## src/rtl/apb_slave_pkg.sv

```systemverilog
// Shared types and constants for the APB register-file completer.
package apb_slave_pkg;

  typedef enum logic {
    IDLE,
    ACCESS
  } apb_state_e;

  localparam logic [31:0] ID_VALUE_DEFAULT = 32'hA9B0_0001;
  localparam int          MAX_REGS         = 64;
  localparam int          IDX_W            = $clog2(MAX_REGS);

  typedef enum logic [1:0] {
    ERR_NONE,
    MISALIGN,
    RANGE,
    RO_WRITE
  } err_cause_e;

  // First matching cause wins; only used to cross-check pslverr.
  function automatic err_cause_e err_cause(input logic misalign,
                                           input logic out_of_range,
                                           input logic ro_write);
    if (misalign)          return MISALIGN;
    else if (out_of_range) return RANGE;
    else if (ro_write)     return RO_WRITE;
    else                   return ERR_NONE;
  endfunction

endpackage

```

## src/rtl/apb_slave_regfile_if.sv

```systemverilog
// APB completer-side bus bundle; pstrb exists only when APB_SLV_PSTRB_EN is defined.
interface apb_slave_regfile_if;
  import apb_slave_pkg::*;

  logic        psel;
  logic        penable;
  logic        pwrite;
  logic [31:0] paddr;
  logic [31:0] pwdata;
  logic [31:0] prdata;
  logic        pready;
  logic        pslverr;
`ifdef APB_SLV_PSTRB_EN
  logic [3:0]  pstrb;
`endif

  modport master (
`ifdef APB_SLV_PSTRB_EN
    output pstrb,
`endif
    output psel, penable, pwrite, paddr, pwdata,
    input  prdata, pready, pslverr
  );

  modport slave (
`ifdef APB_SLV_PSTRB_EN
    input  pstrb,
`endif
    input  psel, penable, pwrite, paddr, pwdata,
    output prdata, pready, pslverr
  );

endinterface

```

## src/rtl/apb_slv_regbank.sv

```systemverilog
// Register storage: reg 0 is the constant ID, regs 1..NUM_REGS-1 are byte-writable.
module apb_slv_regbank
  import apb_slave_pkg::*;
#(
  parameter int          NUM_REGS = 8,
  parameter logic [31:0] ID_VALUE = ID_VALUE_DEFAULT
) (
  input  logic             clk,
  input  logic             rst,
  input  logic             we_i,
  input  logic [IDX_W-1:0] widx_i,
  input  logic [31:0]      wdata_i,
  input  logic [3:0]       wstrb_i,
  input  logic [IDX_W-1:0] ridx_i,
  output logic [31:0]      rdata_o
);

  localparam int BW = (NUM_REGS > 1) ? $clog2(NUM_REGS) : 1;

  logic [31:0] word_w [NUM_REGS];

  assign word_w[0] = ID_VALUE;

  generate
    for (genvar gi = 1; gi < NUM_REGS; gi++) begin : g_reg
      logic [31:0] reg_q;

      always_ff @(posedge clk or posedge rst) begin
        if (rst) begin
          reg_q <= '0;
        end else if (we_i && widx_i == IDX_W'(gi)) begin
          for (int b = 0; b < 4; b++) begin
            if (wstrb_i[b]) reg_q[8*b +: 8] <= wdata_i[8*b +: 8];
          end
        end
      end

      assign word_w[gi] = reg_q;
    end
  endgenerate

  // Guard keeps non-power-of-two banks from indexing past the array.
  assign rdata_o = (32'(ridx_i) < 32'(NUM_REGS)) ? word_w[ridx_i[BW-1:0]] : '0;

endmodule

```

## src/rtl/apb_slave_regfile.sv

```systemverilog
// APB completer with wait-state insertion and error decode over apb_slv_regbank.
// Optional byte strobes: define APB_SLV_PSTRB_EN.
module apb_slave_regfile
  import apb_slave_pkg::*;
#(
  parameter int          NUM_REGS    = 8,
  parameter int          WAIT_STATES = 1,
  parameter logic [31:0] ID_VALUE    = ID_VALUE_DEFAULT
) (
  input  logic                hclk,
  input  logic                hreset,
  apb_slave_regfile_if.slave  bus
);

  apb_state_e       state_q;
  logic [3:0]       cnt_q;
  logic [IDX_W-1:0] idx_q;
  logic             write_q;
  logic             err_q;
  logic [31:0]      wdata_q;
  logic [3:0]       strb_q;
  logic             pready_q;
  logic             pslverr_q;
  logic [31:0]      prdata_q;
  err_cause_e       cause_q;

  logic [29:0]      word_d;
  logic             misalign_d, range_d, ro_d, strb_err_d, err_d;
  logic [3:0]       strb_d;
  err_cause_e       cause_d;
  logic [IDX_W-1:0] ridx;
  logic             rd_zero;
  logic             we;
  logic [31:0]      rdata;

  always_comb begin
    word_d     = bus.paddr[31:2];
    misalign_d = bus.paddr[1:0] != 2'b00;
    range_d    = word_d >= 30'(NUM_REGS);
    ro_d       = bus.pwrite && (word_d == '0);
`ifdef APB_SLV_PSTRB_EN
    strb_d     = bus.pstrb;
    strb_err_d = !bus.pwrite && (bus.pstrb != 4'b0000);
`else
    strb_d     = 4'hF;
    strb_err_d = 1'b0;
`endif
    cause_d    = err_cause(misalign_d, range_d, ro_d);
    err_d      = misalign_d || range_d || ro_d || strb_err_d;
    // Zero-wait reads are served from the live bus at the setup edge.
    ridx       = (state_q == IDLE) ? bus.paddr[2 +: IDX_W] : idx_q;
    rd_zero    = (state_q == IDLE) ? (err_d || bus.pwrite) : (err_q || write_q);
    we         = (state_q == ACCESS) && pready_q && bus.psel && write_q && !err_q;
  end

  always_ff @(posedge hclk or posedge hreset) begin
    if (hreset) begin
      state_q   <= IDLE;
      cnt_q     <= '0;
      idx_q     <= '0;
      write_q   <= 1'b0;
      err_q     <= 1'b0;
      wdata_q   <= '0;
      strb_q    <= '0;
      pready_q  <= 1'b0;
      pslverr_q <= 1'b0;
      prdata_q  <= '0;
      cause_q   <= ERR_NONE;
    end else begin
      unique case (state_q)
        IDLE: begin
          if (bus.psel && !bus.penable) begin
            state_q <= ACCESS;
            idx_q   <= bus.paddr[2 +: IDX_W];
            write_q <= bus.pwrite;
            err_q   <= err_d;
            cause_q <= cause_d;
            wdata_q <= bus.pwdata;
            strb_q  <= strb_d;
            cnt_q   <= 4'(WAIT_STATES);
            if (WAIT_STATES == 0) begin
              pready_q  <= 1'b1;
              pslverr_q <= err_d;
              prdata_q  <= rd_zero ? 32'h0 : rdata;
            end
          end
        end
        ACCESS: begin
          if (!bus.psel || pready_q) begin
            state_q   <= IDLE;
            pready_q  <= 1'b0;
            pslverr_q <= 1'b0;
            cnt_q     <= '0;
          end else if (bus.penable) begin
            cnt_q <= cnt_q - 4'd1;
            if (cnt_q == 4'd1) begin
              pready_q  <= 1'b1;
              pslverr_q <= err_q;
              prdata_q  <= rd_zero ? 32'h0 : rdata;
            end
          end
        end
        default: state_q <= IDLE;
      endcase
    end
  end

  apb_slv_regbank #(
    .NUM_REGS (NUM_REGS),
    .ID_VALUE (ID_VALUE)
  ) u_bank (
    .clk     (hclk),
    .rst     (hreset),
    .we_i    (we),
    .widx_i  (idx_q),
    .wdata_i (wdata_q),
    .wstrb_i (strb_q),
    .ridx_i  (ridx),
    .rdata_o (rdata)
  );

  assign bus.prdata  = prdata_q;
  assign bus.pready  = pready_q;
  assign bus.pslverr = pslverr_q;

  a_err_only_on_ready: assert property (@(posedge hclk) disable iff (hreset)
    bus.pslverr |-> bus.pready);
  a_cause_flags_err: assert property (@(posedge hclk) disable iff (hreset)
    (bus.pready && cause_q != ERR_NONE) |-> bus.pslverr);

endmodule

```

## src/flat_wrapper.sv

```systemverilog
// flat-port wrapper written by rule: the top's interface ports become plain ports
module apb_slave_regfile_flat import apb_slave_pkg::*;
#(
  parameter int          NUM_REGS    = 8,
  parameter int          WAIT_STATES = 1,
  parameter logic [31:0] ID_VALUE    = ID_VALUE_DEFAULT
)
  (hclk, hreset, bus_psel, bus_penable, bus_pwrite, bus_paddr, bus_pwdata, bus_prdata, bus_pready, bus_pslverr);
  apb_slave_regfile_if bus_i ();
  input  logic hclk;
  input  logic hreset;
  input wire logic [$bits(bus_i.psel)-1:0] bus_psel;
  input wire logic [$bits(bus_i.penable)-1:0] bus_penable;
  input wire logic [$bits(bus_i.pwrite)-1:0] bus_pwrite;
  input wire logic [$bits(bus_i.paddr)-1:0] bus_paddr;
  input wire logic [$bits(bus_i.pwdata)-1:0] bus_pwdata;
  output wire logic [$bits(bus_i.prdata)-1:0] bus_prdata;
  output wire logic [$bits(bus_i.pready)-1:0] bus_pready;
  output wire logic [$bits(bus_i.pslverr)-1:0] bus_pslverr;
  assign bus_i.psel = bus_psel;
  assign bus_i.penable = bus_penable;
  assign bus_i.pwrite = bus_pwrite;
  assign bus_i.paddr = bus_paddr;
  assign bus_i.pwdata = bus_pwdata;
  assign bus_prdata = bus_i.prdata;
  assign bus_pready = bus_i.pready;
  assign bus_pslverr = bus_i.pslverr;
  apb_slave_regfile #(.NUM_REGS(NUM_REGS), .WAIT_STATES(WAIT_STATES), .ID_VALUE(ID_VALUE)) u_core (.hclk(hclk), .hreset(hreset), .bus(bus_i));
endmodule
```

## config.mk

```make
export PLATFORM = sky130hd
export DESIGN_NAME = apb_slave_regfile_flat
export DESIGN_NICKNAME = d
export VERILOG_FILES = /design/src/rtl/apb_slave_pkg.sv /design/src/rtl/apb_slave_regfile_if.sv /design/src/rtl/apb_slv_regbank.sv /design/src/rtl/apb_slave_regfile.sv /design/src/flat_wrapper.sv
export SDC_FILE = /design/constraint.sdc
export NUM_CORES = 1
export LEC_CHECK = 0
export CAP_MARGIN = 10
export CELL_PAD_IN_SITES_DETAIL_PLACEMENT = 0
export CELL_PAD_IN_SITES_GLOBAL_PLACEMENT = 2
export CORE_ASPECT_RATIO = 1.25
export CORE_UTILIZATION = 46
export DETAILED_ROUTE_END_ITERATION = 7
export PLACE_DENSITY = 0.9
export SYNTH_ARGS = -nofsm -noshare
export SYNTH_HDL_FRONTEND = slang
export SYNTH_HIERARCHICAL = 1
export SYNTH_SLANG_ARGS = --single-unit
```

## constraint.sdc

```tcl
create_clock -name hclk -period 23.2 [get_ports hclk]
set_input_delay 4.64 -clock hclk [delete_from_list [all_inputs] [get_ports hclk]]
set_output_delay 4.64 -clock hclk [all_outputs]
set_load 0.02 [all_outputs]
```

# Word-level counts from Yosys, hierarchy flattened
# Index checks and enable logic that the tools add are counted.
# word_totals
output_inout_bits,34
regBits,304
# classes
magnitude_cmp,3
n_eq_ne,10
n_addsub,1
n_bitwise,3
mux,20
n_reduce_logical,57
# op_table
op,count
32-bit two-way mux,4
32-bit binary-select mux with 3-bit select,1
2-bit AND reduction,30
30-bit by 4-bit greater-or-equal comparator with 1-bit output (second input constant),1
30-bit zero test,1
6-bit by 3-bit == test with 1-bit output (second input constant),4
1-bit logical AND,13
6-bit by 2-bit == test with 1-bit output (second input constant),2
4-bit two-way mux,3
1-bit two-way mux,9
4-bit case mux with 2 select lines,1
6-bit by 1-bit == test with 1-bit output (second input constant),1
6-bit by 4-bit less-than comparator with 1-bit output (second input constant),1
6-bit two-way mux,1
2-bit nonzero test,3
1-bit logical OR,5
4-bit by 1-bit == test with 1-bit output (second input constant),1
4-bit greater-or-equal comparator (second input constant),1
3-bit inverter with 4-bit output,1
4-bit AND reduction,1
4-bit by 1-bit subtractor with 4-bit output (second input constant),1
1-bit zero test,3
3-bit inequality test (second input constant),1
3-bit AND reduction,1
3 further kinds,4

# Depth between registers and ports, before layout
# depth
depth_word,7
depth_mapped,10
depth_no_buf,6

# Hierarchy
# Netlist, hierarchy kept.
# by_module_without_submodules
module,instances,area_each_um2,cells_each
apb_slv_regbank,1,10639.0,695
apb_slave_regfile,1,3547.2,262

# Worst setup path before layout
# Ideal clock, no wire load.
# synth_timing
kind,input -> register
from,input port bus_paddr[2]
to,register u_core.prdata_q[11] (netlist: u_core/bus.prdata[11])
stages,8
slack_ns,16.921
required_time_ns,23.081
path_buffers,2
arrival_ns,6.160
setup_ns,0.119
cell_sequence,mux2_2 -> buf_2 -> buf_2 -> mux4_2 -> nor2b_1 -> nor3_1 -> nand4_1 -> a21bo_2
# synth_between
elab_chain_len,7
word_cells_on_any_way,15
# synth_lines
element,line,text
"start, declared",flat_wrapper.sv:15,input wire logic [$bits(bus_i.paddr)-1:0] bus_paddr;
6-bit two-way mux *,apb_slave_regfile.sv:51,ridx = (state_q == IDLE) ? bus.paddr[2 +: IDX_W] : idx_q;
3-bit inverter with 4-bit output (implied by the code),apb_slv_regbank.sv:43,assign rdata_o = (32'(ridx_i) < 32'(NUM_REGS)) ? word_w[ridx_i[BW-1:0]] : '0;
32-bit binary-select mux with 3-bit select,apb_slv_regbank.sv:43,
32-bit two-way mux (implied by the code) (2 in series),apb_slv_regbank.sv:43,
32-bit two-way mux *,apb_slv_regbank.sv:43,
via u_core.rdata[11],apb_slave_regfile.sv:34,logic [31:0] rdata;
32-bit two-way mux *,apb_slave_regfile.sv:99,prdata_q <= rd_zero ? 32'h0 : rdata;
"end signal, assigned",apb_slave_regfile.sv:84,prdata_q <= rd_zero ? 32'h0 : rdata;
"end signal, assigned",apb_slave_regfile.sv:99,
"end, declared",apb_slave_regfile.sv:24,logic [31:0] prdata_q;
# Mark *: on every way through the listed nets, which the timed path passes. The rest lies on a longest branch. The select of a mux whose other input is x is not followed.
# A chain may end at the register's enable or synchronous reset.

# Final worst setup path
# layout_timing
from,input port bus_paddr[3]
to,register u_core.prdata_q[21] (netlist: u_core/bus.prdata[21])
# layout_between
elab_chain_len,7
word_cells_on_any_way,15
# layout_lines
element,line,text
6-bit two-way mux *,apb_slave_regfile.sv:51,
via u_core.ridx[1],apb_slave_regfile.sv:31,logic [IDX_W-1:0] ridx;
3-bit inverter with 4-bit output (implied by the code),apb_slv_regbank.sv:43,
32-bit binary-select mux with 3-bit select,apb_slv_regbank.sv:43,
32-bit two-way mux (implied by the code) (2 in series),apb_slv_regbank.sv:43,
32-bit two-way mux *,apb_slv_regbank.sv:43,
via u_core.rdata[21],apb_slave_regfile.sv:34,
32-bit two-way mux *,apb_slave_regfile.sv:99,
# Marks and branches as above.

==> results_dict.tcl <==
set metrics [dict create \
    crit_top_cell "buf_4" \
    reg2reg_slack_ns 19.82 \
    drv_cap 0 \
    synth-edff-count 0 \
    cts_buffers 31 \
    port_buffers 102 \
    async_flop_share_pct 100 \
    drt_pre_antenna_iters 4 \
    antennaDiodeCount 0 \
    critPathMaxStageDelay_ns 0.56 \
    worstMarginPinSlew_ns 1.08 \
    row_count 71 \
    gp_congestion 0.721 \
    postLayoutCellArea_um2 16600 \
    die_y_um 198 \
    clock_latency_ns 0.55 \
    cts_root_buf "clkbuf_16" \
    wire_per_inst_um 21.7 \
    met1_length_mm 13.5 \
    crit_path_cell_trace "clkdlybuf4s50_1 > mux2_2 > buf_4 > buf_4 > nand2b_1 > o2bb2ai_1 > a211oi_1 > nand4_1 > a21bo_2" \
    ant_nets 0 \
    fmax_mhz 142 \
    grt_pass1_wl_mm 52.1 \
    slew_headroom_pct 28.1 \
    clock_skew_ns 0.0110 \
    hold_viol 0 \
    routed.top_layer "met4" \
    coreArea_um2 30200 \
    drtIter0Drc 384 \
    critPathBufInv 3 \
    grt_max_degree 111 \
    ys_ff_latch 304 \
    clock-sinks 304 \
    grt-ovfl-total 0 \
    period_minus_slack_ns 7.05 \
    vias_per_cell 5.74 \
    hold_class "flop to flop" \
    cts_buffer_depth 3 \
    slew_violations 0 \
    dr_wl_met2_mm 16.8 \
    tns_ns 0 \
    syn_area_um2 14200 \
    area_delta_synth_final_pct 17.1 \
    finalHoldWorstSlack_ns 0.484 \
    cts.clk_slew.worst_paths_ns 0.06 \
    synth_nets 1028 \
    worstSetupPathType "input pin to flop" \
    drc_errors 0 \
    arrival_ns 7.54 \
    synth_cell_type_count 50 \
    ios 103 \
    cts_setup_buffers 0 \
    cp_data_required_time_ns 23.69 \
    setup_viol 0 \
    fin_cells 1470 \
    die_w_um 159 \
    cp.depth 9 \
    cts_resized 0 \
    hold_buffers 0 \
    peakVddDrop_uv 58.1 \
    grt_pass1_vias 9018 \
    ys_warn_count 6 \
    placed_area_um2 15500 \
    utilization_pct 55.0 \
    antenna_found_initial 0 \
    start_util_pct 47.0 \
    outcome "finished clean" \
    grt_usage_pct 21.1 \
    vias 8442 \
    dpl.hpwl_mm 19.1 \
    rsz0062_at_grt "false" \
    leakage_nw 7.78 \
    yosysSeqAreaShare_pct 53.6 \
    dieArea_um2 31500 \
    nets 1116 \
    hold_depth 1 \
    dp.cells 1413 \
    avgSynthCellArea_um2 14.8 \
    synth_top_flop_cell "dfrtp_1" \
    synthCells 957 \
    startpoint_type "input pin" \
    ff2ff_path_depth 8 \
    routed_wl_mm 32.0 \
    drive_above_1_share_pct 41.6 \
    setup.worst_path.end_class "flop" \
    crit_family "buffers and inverters" \
    crit_fanout 34 \
    timing.final.crit_share_pct 30.4 \
    h-tree-depth 1 \
    cts_tree "yes" \
    powerDensity_nw_per_um2 74.3 \
    cpMaxStageDelayCell "buf_4" \
    dr_wl_met3_mm 1.02 \
]
[area by class of cell]
type | count | area (µm²)
Fill cell | 2473 | 13600
Sequential cell | 304 | 7610
Multi-Input combinational cell | 585 | 6220
Timing Repair Buffer | 116 | 1130
Clock buffer | 43 | 881
Tap cell | 401 | 502
Clock inverter | 14 | 230
Inverter | 7 | 35.0
[cells in the mapped netlist (all sizes together) (2+ instances only)]
library cell / count / area [µm²]
a21bo: 32 / 320
a221oi: 24 / 210
a22o: 8 / 70.1
a2bb2oi: 4 / 35.0
and3: 5 / 31.3
and3b: 3 / 26.3
buf: 46 / 299
clkbuf: 15 / 56.3
dfrtp: 304 / 7610
ha: 2 / 25.0
inv: 7 / 26.3
mux2: 293 / 3360
mux2i: 18 / 180
mux4: 28 / 631
nand2: 5 / 21.3
nand2b: 2 / 12.5
nand3: 32 / 440
nand4: 33 / 206
nor2: 4 / 15.0
nor2b: 27 / 169
nor3: 30 / 150
nor3b: 3 / 50.1
nor4: 11 / 75.1
nor4b: 2 / 23.8
o21ai: 5 / 25.0
o32ai: 2 / 17.5
or2: 2 / 12.5
[placed cells by master (no fill, tap or decap), drive strengths merged, types with 2 or more instances in the layout]
| cell type | count |
|---|---|
| clkdlybuf4s50 | 102 |
| nand4 | 33 |
| mux2 | 293 |
| bufinv | 6 |
| a221oi | 24 |
| nand2b | 2 |
| nand2 | 5 |
| mux4 | 28 |
| dfrtp | 304 |
| nor4b | 2 |
| and3b | 3 |
| a22o | 8 |
| nor4 | 11 |
| or2 | 2 |
| a2bb2oi | 4 |
| ha | 2 |
| mux2i | 18 |
| nor2 | 4 |
| clkbuf | 43 |
| o32ai | 2 |
| nor3b | 3 |
| nor3 | 30 |
| nor2b | 27 |
| inv | 6 |
| clkinv | 5 |
| o21ai | 5 |
| clkinvlp | 4 |
| and3 | 5 |
| buf | 14 |
| nand3 | 32 |
| a21bo | 32 |
[where the power goes]
group	internal, W	leakage, nW	total [W]	switching [W]
Sequential	0.000546	4.15	0.000579	0.0000325
Combinational	0.0000520	3.10	0.000120	0.0000684
Clock	0.000331	0.533	0.000535	0.000204
[registers in the layout (all words and copies together) (netlist names), 4 cells and up]
signal                 cells
u_core/u_bank/g.reg_q    224
u_core/cnt_q               4
u_core/wdata_q            32
u_core/idx_q               6
u_core/bus.prdata         32
[metal layers]
layer / up-vias / GRT usage [%]
li1: 3795 / -
met5: - / 0
met2: 130 / 38.4
met1: 4468 / 26.7
met4: 0 / 5.45
met3: 49 / 2.33
[cells by family after synthesis]
| family | share of synthesized area (%) |
|---|---|
| mux | 29.4 |
| flops | 53.6 |
| simple gates | 9.02 |
| compound gates | 5.03 |
| buf+inv | 2.69 |
| fa+ha+maj | 0.176 |
| xor+xnor | 0.0618 |
[worst paths after layout]
check	start	end
setup / recovery	bus_paddr[3]	u_core/bus.prdata[21]$_DFFE_PP0P_
hold / removal	u_core/bus.prdata[18]$_DFFE_PP0P_	u_core/bus.prdata[18]$_DFFE_PP0P_
setup reg to reg	u_core/state_q$_DFF_PP0_	u_core/bus.prdata[21]$_DFFE_PP0P_
hold reg to reg	u_core/bus.prdata[18]$_DFFE_PP0P_	u_core/bus.prdata[18]$_DFFE_PP0P_
max in group asynchronous	hreset	u_core/u_bank/g_reg[7].reg_q[17]$_DFFE_PP0P_
min in group asynchronous	hreset	u_core/wdata_q[29]$_DFFE_PP0P_
[worst reg2reg max path, delay by kind of cell, from the launching register on]
kind	cells	cell delay, ns
flops	1	0.82
mux	1	0.29
buf+inv	2	0.98
compound gates	3	0.60
simple gates	2	0.64
[through the flow]
step	setup WS [ns]	total power, W
3_5_place_dp	15.56	0.000710
5_1_grt	15.95	0.00128
4_1_cts	16.13	0.00125
2_1_floorplan	12.43	0.000662
3_3_place_gp	15.61	0.000708
6_report	16.15	0.00123
Note: power is estimated with default switching activity, not from simulation.
==> RTL edit 1, RTL diff (same settings) <==
Reset style: synchronous (`hreset` and `rst`), changed in 2 clocked blocks.
--- a/src/rtl/apb_slv_regbank.sv
+++ b/src/rtl/apb_slv_regbank.sv
@@ -25,7 +25,7 @@
     for (genvar gi = 1; gi < NUM_REGS; gi++) begin : g_reg
       logic [31:0] reg_q;
 
-      always_ff @(posedge clk or posedge rst) begin
+      always_ff @(posedge clk) begin
         if (rst) begin
           reg_q <= '0;
         end else if (we_i && widx_i == IDX_W'(gi)) begin
--- a/src/rtl/apb_slave_regfile.sv
+++ b/src/rtl/apb_slave_regfile.sv
@@ -53,7 +53,7 @@
     we         = (state_q == ACCESS) && pready_q && bus.psel && write_q && !err_q;
   end
 
-  always_ff @(posedge hclk or posedge hreset) begin
+  always_ff @(posedge hclk) begin
     if (hreset) begin
       state_q   <= IDLE;
       cnt_q     <= '0;
Function: differs if hreset is asserted again (counterexample within 4 cycles, from zero or initial values and one cycle with hreset high); with hreset held inactive, the same outputs for 4 cycles.
==> RTL edit 1 against the unedited design <==
Register-to-register slack gained 0.09 ns; critical path depth shrank 1; fmax shrank 0.67%; wire length grew 8.7%; utilization shrank 0.86 points; combinational power shrank 32%; via count grew 18%; setup slack lost 0.047 ns; final area shrank 1.3%; synthesized area grew 0.67%; sequential cell count is the same; total power shrank 8.0%.
==> RTL edit 1: results (changes against the unedited design) <==
* CTS resizes at 0 (unchanged)
* GRT met3 Usage at 0.02711 (was 0.02325)
* Worst min path class: reg2reg (unchanged)
* Sequential-to-total area share from yosys stat at 0.4261 (was 0.5362)
* HPWL after DPL at 20740 µm (was 19070 µm)
* Number of global-route vias before repair at 9935 (was 9018)
* Share of cells above drive strength 1 at 0.1175 (was 0.4163)
* Clock H-tree levels at 1 (unchanged)
* Power Internal at 0.8709 mW (was 0.9289 mW)
* Clk_lat worst skew at 0.57 ns (was 0.55 ns)
* Share of synthesized registers carrying an async set or reset at 0 (was 1.000)
* Mapped Nets at 1445 (was 1028)
* Pleak at 6.754 nW (was 7.778 nW)
* Synth top cells by count: dfxtp_1 (304), nand2b_1 (261), mux2i_1 (240) (was dfrtp_1 (304), mux2_2 (271), nand4_1 (33))
* Synth Flop Type: dfxtp_1 (was dfrtp_1)
* TritonCTS buffer count at 31 (unchanged)
* GP Congestion at 0.7411 (was 0.7205)
* Met1 Track Usage GR at 0.3080 (was 0.2673)
* Total Routing Usage GR at 0.2209 (was 0.2109)
* Nets at 1494 (was 1116)
* Clk root buf: clkbuf_16 (unchanged)
* Clock Path Buffers at 3 (unchanged)
* Yosys cell types at 51 (was 50)
* Worst IR Drop VDD at 52.70 µV (was 58.07 µV)
* Cell family with most CP delay: buffers and inverters (unchanged)
* ANT cells at 0 (unchanged)
* Largest stage delay on the critical path at 0.84 ns (was 0.56 ns)
* WL per Instance at 18.80 µm (was 21.75 µm)
* Worst-margin pin slew at 1.196 ns (was 1.078 ns)
* GRT met2 Usage at 0.3612 (was 0.3839)
* Initial antenna violation count at 0 (unchanged)
* Highest net fanout along the worst path at 50 (was 34)
* Slowest stage cell, crit path: buf_4 (unchanged)
* First-pass GRT wire length at 55720 µm (was 52050 µm)
* Worst-path clk slew at 0.06 ns (about the same)
* Detailed Route Iter0 Violations at 489 (was 384)
* Mean number of vias per cell at 5.383 (was 5.743)
* Status: complete, no violations (unchanged)
* # port buffers at 102 (unchanged)
* Max FFs per register at 224 (unchanged)
* Dominant cells by area after synthesis: dfxtp_1 (43%), mux2i_1 (17%), nand2b_1 (11%), mux4_2 (4.3%), nand2_1 (3.0%) (was dfrtp_1 (54%), mux2_2 (22%), mux4_2 (4.4%), nand3_4 (2.5%), a21bo_2 (1.7%))
* Pin count of the biggest net entering global routing at 121 (was 111)
* First-pass detailed-route iteration total at 4 (unchanged)
* Top reg by flops: u_core/u_bank/g.reg_q (unchanged)
* Post-CTS Setup Bufs at 0 (unchanged)
* Worst Skew at 0.01665 ns (was 0.01104 ns)
* R2r setup slk at 19.91 ns (was 19.82 ns)
* Final setup fails at 0 (unchanged)
* YS warnings at 6 (unchanged)
RTL edit 1: tightest hold or removal path, stage by stage (launching register included):
cell	delay (ns)
dfxtp_1	0.31
nand2_1	0.05
a21oi_1	0.05
RTL edit 1: layout make-up:
type / count / area, µm²
repair buffers: 116 / 1127
inverters: 3 / 11.26
fillers: 2704 / 13900
flip-flops and latches: 304 / 6087
multi-input cells: 967 / 7600
clock inverters: 21 / 244.0
clock buffers: 36 / 824.5
well taps: 401 / 501.7
RTL edit 1: per-layer routing:
| layer | up-vias | wire length, µm |
|---|---|---|
| li1 | 4875 | - |
| met2 | 194 | 15910 |
| met5 | - | 0 |
| met4 | 0 | 563 |
| met1 | 4848 | 16930 |
| met3 | 30 | 1338 |
RTL edit 1: stage by stage:
stage	util	instance area (µm²)	cells	hold slack, ns	setup slack [ns]
floorplan	-	14280	1374	0.4368	17.03
global placement	0.5060	15330	1791	0.4403	15.53
detailed placement	0.5060	15330	1791	0.4476	15.51
CTS	0.5412	16400	1848	0.4549	16.10
global route	0.5412	16400	1848	0.4721	15.93
finish	0.5412	16400	1848	0.4517	16.10
RTL edit 1: cells by family (layout without fill, tap and decap cells):
family	after synthesis	after routing	synth area share
muxes	298	298	0.2387
adders and majority gates	2	2	0.001752
AOI/OAI and AO/OA	119	119	0.05546
buffers and inverters	103	176	0.04363
and+or+nand+nor	546	546	0.2331
DFF	304	304	0.4261
xor gates and xnor gates	2	2	0.001227
RTL edit 1: power by group through the flow:
stage | Combinational [mW] | Sequential, mW | Clock, mW
3_5_place_dp | 0.0818 | 0.542 | 0
5_1_grt | 0.0879 | 0.530 | 0.558
2_1_floorplan | 0.0592 | 0.540 | 0
4_1_cts | 0.0821 | 0.530 | 0.537
6_report | 0.0816 | 0.530 | 0.524
3_3_place_gp | 0.0818 | 0.541 | 0
RTL edit 1: path summary, 6_finish.rpt:
path,start,endpoint,cells after the start
hold reg to reg,u_core/bus.prdata[13],u_core/bus.prdata[13],2
setup / recovery,bus_paddr[4],u_core/bus.prdata[26],8
hold / removal,u_core/bus.prdata[13],u_core/bus.prdata[13],2
setup reg to reg,u_core/state_q,u_core/bus.prdata[26],7
==> RTL edit 2, RTL diff (config.mk and constraints unchanged) <==
Made on the original files. Set the package constant `MAX_REGS` to 128 (it was 64).
--- a/src/rtl/apb_slave_pkg.sv
+++ b/src/rtl/apb_slave_pkg.sv
@@ -7,7 +7,7 @@
   } apb_state_e;
 
   localparam logic [31:0] ID_VALUE_DEFAULT = 32'hA9B0_0001;
-  localparam int          MAX_REGS         = 64;
+  localparam int          MAX_REGS         = 128;
   localparam int          IDX_W            = $clog2(MAX_REGS);
 
   typedef enum logic [1:0] {
Behaviour: no difference found for any inputs over 4 cycles, from zero or initial values and one cycle with hreset high; that may be too few to reach the edited logic, so the function may still have changed.
==> RTL edit 2 against the unedited design <==
Final area down 1.5%; sequential cell count grew 1; setup slack got worse by 0.25 ns; total power is 5.1% lower; clock skew about the same; largest cell class unchanged; synthesized cell count grew 0.73%; wire length is 0.45% higher; register-to-register slack worse by 0.22 ns; synthesized area fell by 1.0%; sequential share of layout area rose by 0.83 points; critical path depth down 3.
==> RTL edit 2: results (changes against the unedited design) <==
* First-pass GRT wire length at 51320 µm (was 52050 µm)
* WL per Instance at 21.73 µm (was 21.75 µm)
* HPWL after DPL at 19340 µm (was 19070 µm)
* Met1 Track Usage GR at 0.2961 (was 0.2673)
* Mapped Nets at 1035 (was 1028)
* Cell family with most CP delay: simple AND/OR/NAND/NOR gates (was buffers and inverters)
* P per Cell Area at 71.54 mW/mm² (was 74.30 mW/mm²)
* Worst Skew at 0.01118 ns (was 0.01104 ns)
* Total Routing Usage GR at 0.2159 (was 0.2109)
* GRT met2 Usage at 0.3596 (was 0.3839)
* Worst-margin pin slew at 1.066 ns (was 1.078 ns)
* Dominant cells by area after synthesis: dfrtp_1 (54%), mux2_2 (24%), mux4_2 (4.3%), a21bo_2 (2.1%), nand4_1 (1.6%) (was dfrtp_1 (54%), mux2_2 (22%), mux4_2 (4.4%), nand3_4 (2.5%), a21bo_2 (1.7%))
* Detailed Route Iter0 Violations at 387 (was 384)
* Compound-Gate Fraction of Synth Area at 0.05161 (was 0.05027)
* Status: complete, no violations (unchanged)
* Met3 routed WL at 1391 µm (was 1016 µm)
* Synth top cells by count: dfrtp_1 (305), mux2_2 (303), nand4_1 (37) (was dfrtp_1 (304), mux2_2 (271), nand4_1 (33))
* GP Congestion at 0.7717 (was 0.7205)
* Largest stage delay on the critical path at 0.87 ns (was 0.56 ns)
* Post-Synth Adder-Cell Area at 0.001783 (was 0.001764)
* Placed instance area at 0.01539 mm² (was 0.01549 mm²)
* Worst IR Drop VDD at 47.87 µV (was 58.07 µV)
* TritonCTS buffer count at 30 (was 31)
* Nets at 1126 (was 1116)
* Share of cells above drive strength 1 at 0.4160 (was 0.4163)
* Sequential-to-total area share from yosys stat at 0.5437 (was 0.5362)
* Final-layout fill cell count at 2559 (was 2473)
* GRT met3 Usage at 0.02567 (was 0.02325)
* DR WL met2 at 15860 µm (was 16830 µm)
RTL edit 2: cell type report:
class                           instances  share of cell area
Clock buffer                           46             0.05514
Clock inverter                          8            0.002447
Inverter                                7            0.002141
Multi-Input combinational cell        596              0.3736
Sequential cell                       305              0.4665
Tap cell                              401             0.03066
Timing Repair Buffer                  115             0.06959
RTL edit 2: where the power goes:
| part | switching (mW) | internal (mW) | leakage [nW] | total [mW] |
|---|---|---|---|---|
| registers | 0.0339 | 0.548 | 4.16 | 0.582 |
| clock network | 0.200 | 0.266 | 0.473 | 0.465 |
| logic | 0.0707 | 0.0526 | 3.04 | 0.123 |
RTL edit 2: logic make-up after synthesis:
kind of cell,after synthesis
buf+inv,63
flops,305
simple gates,168
compound gates,83
mux,342
fa+ha+maj,2
xor+xnor,1
RTL edit 2: through the flow:
stage,cells,setup WS (ns),hold slack (ns)
2_1_floorplan,964,12.43,0.4533
3_3_place_gp,1423,15.40,0.4626
3_5_place_dp,1423,15.35,0.4743
4_1_cts,1477,15.94,0.4889
5_1_grt,1478,15.61,0.5013
6_report,1478,15.90,0.4829
RTL edit 2: worst paths after layout:
check                      slack, ns                          endpoint  cells past startpoint                       startpoint
hold / removal                  0.48   u_core/u_bank/g_reg[4].reg_q[3]                      1  u_core/u_bank/g_reg[4].reg_q[3]
setup / recovery               15.90   u_core/u_bank/g_reg[3].reg_q[5]                      6                         bus_psel
setup reg to reg               19.60              u_core/bus.prdata[3]                      8                   u_core/state_q
min in group asynchronous       4.39                   u_core/cnt_q[2]                      2                           hreset
max in group asynchronous      16.72  u_core/u_bank/g_reg[2].reg_q[15]                      3                           hreset
hold reg to reg                 0.48   u_core/u_bank/g_reg[4].reg_q[3]                      1  u_core/u_bank/g_reg[4].reg_q[3]
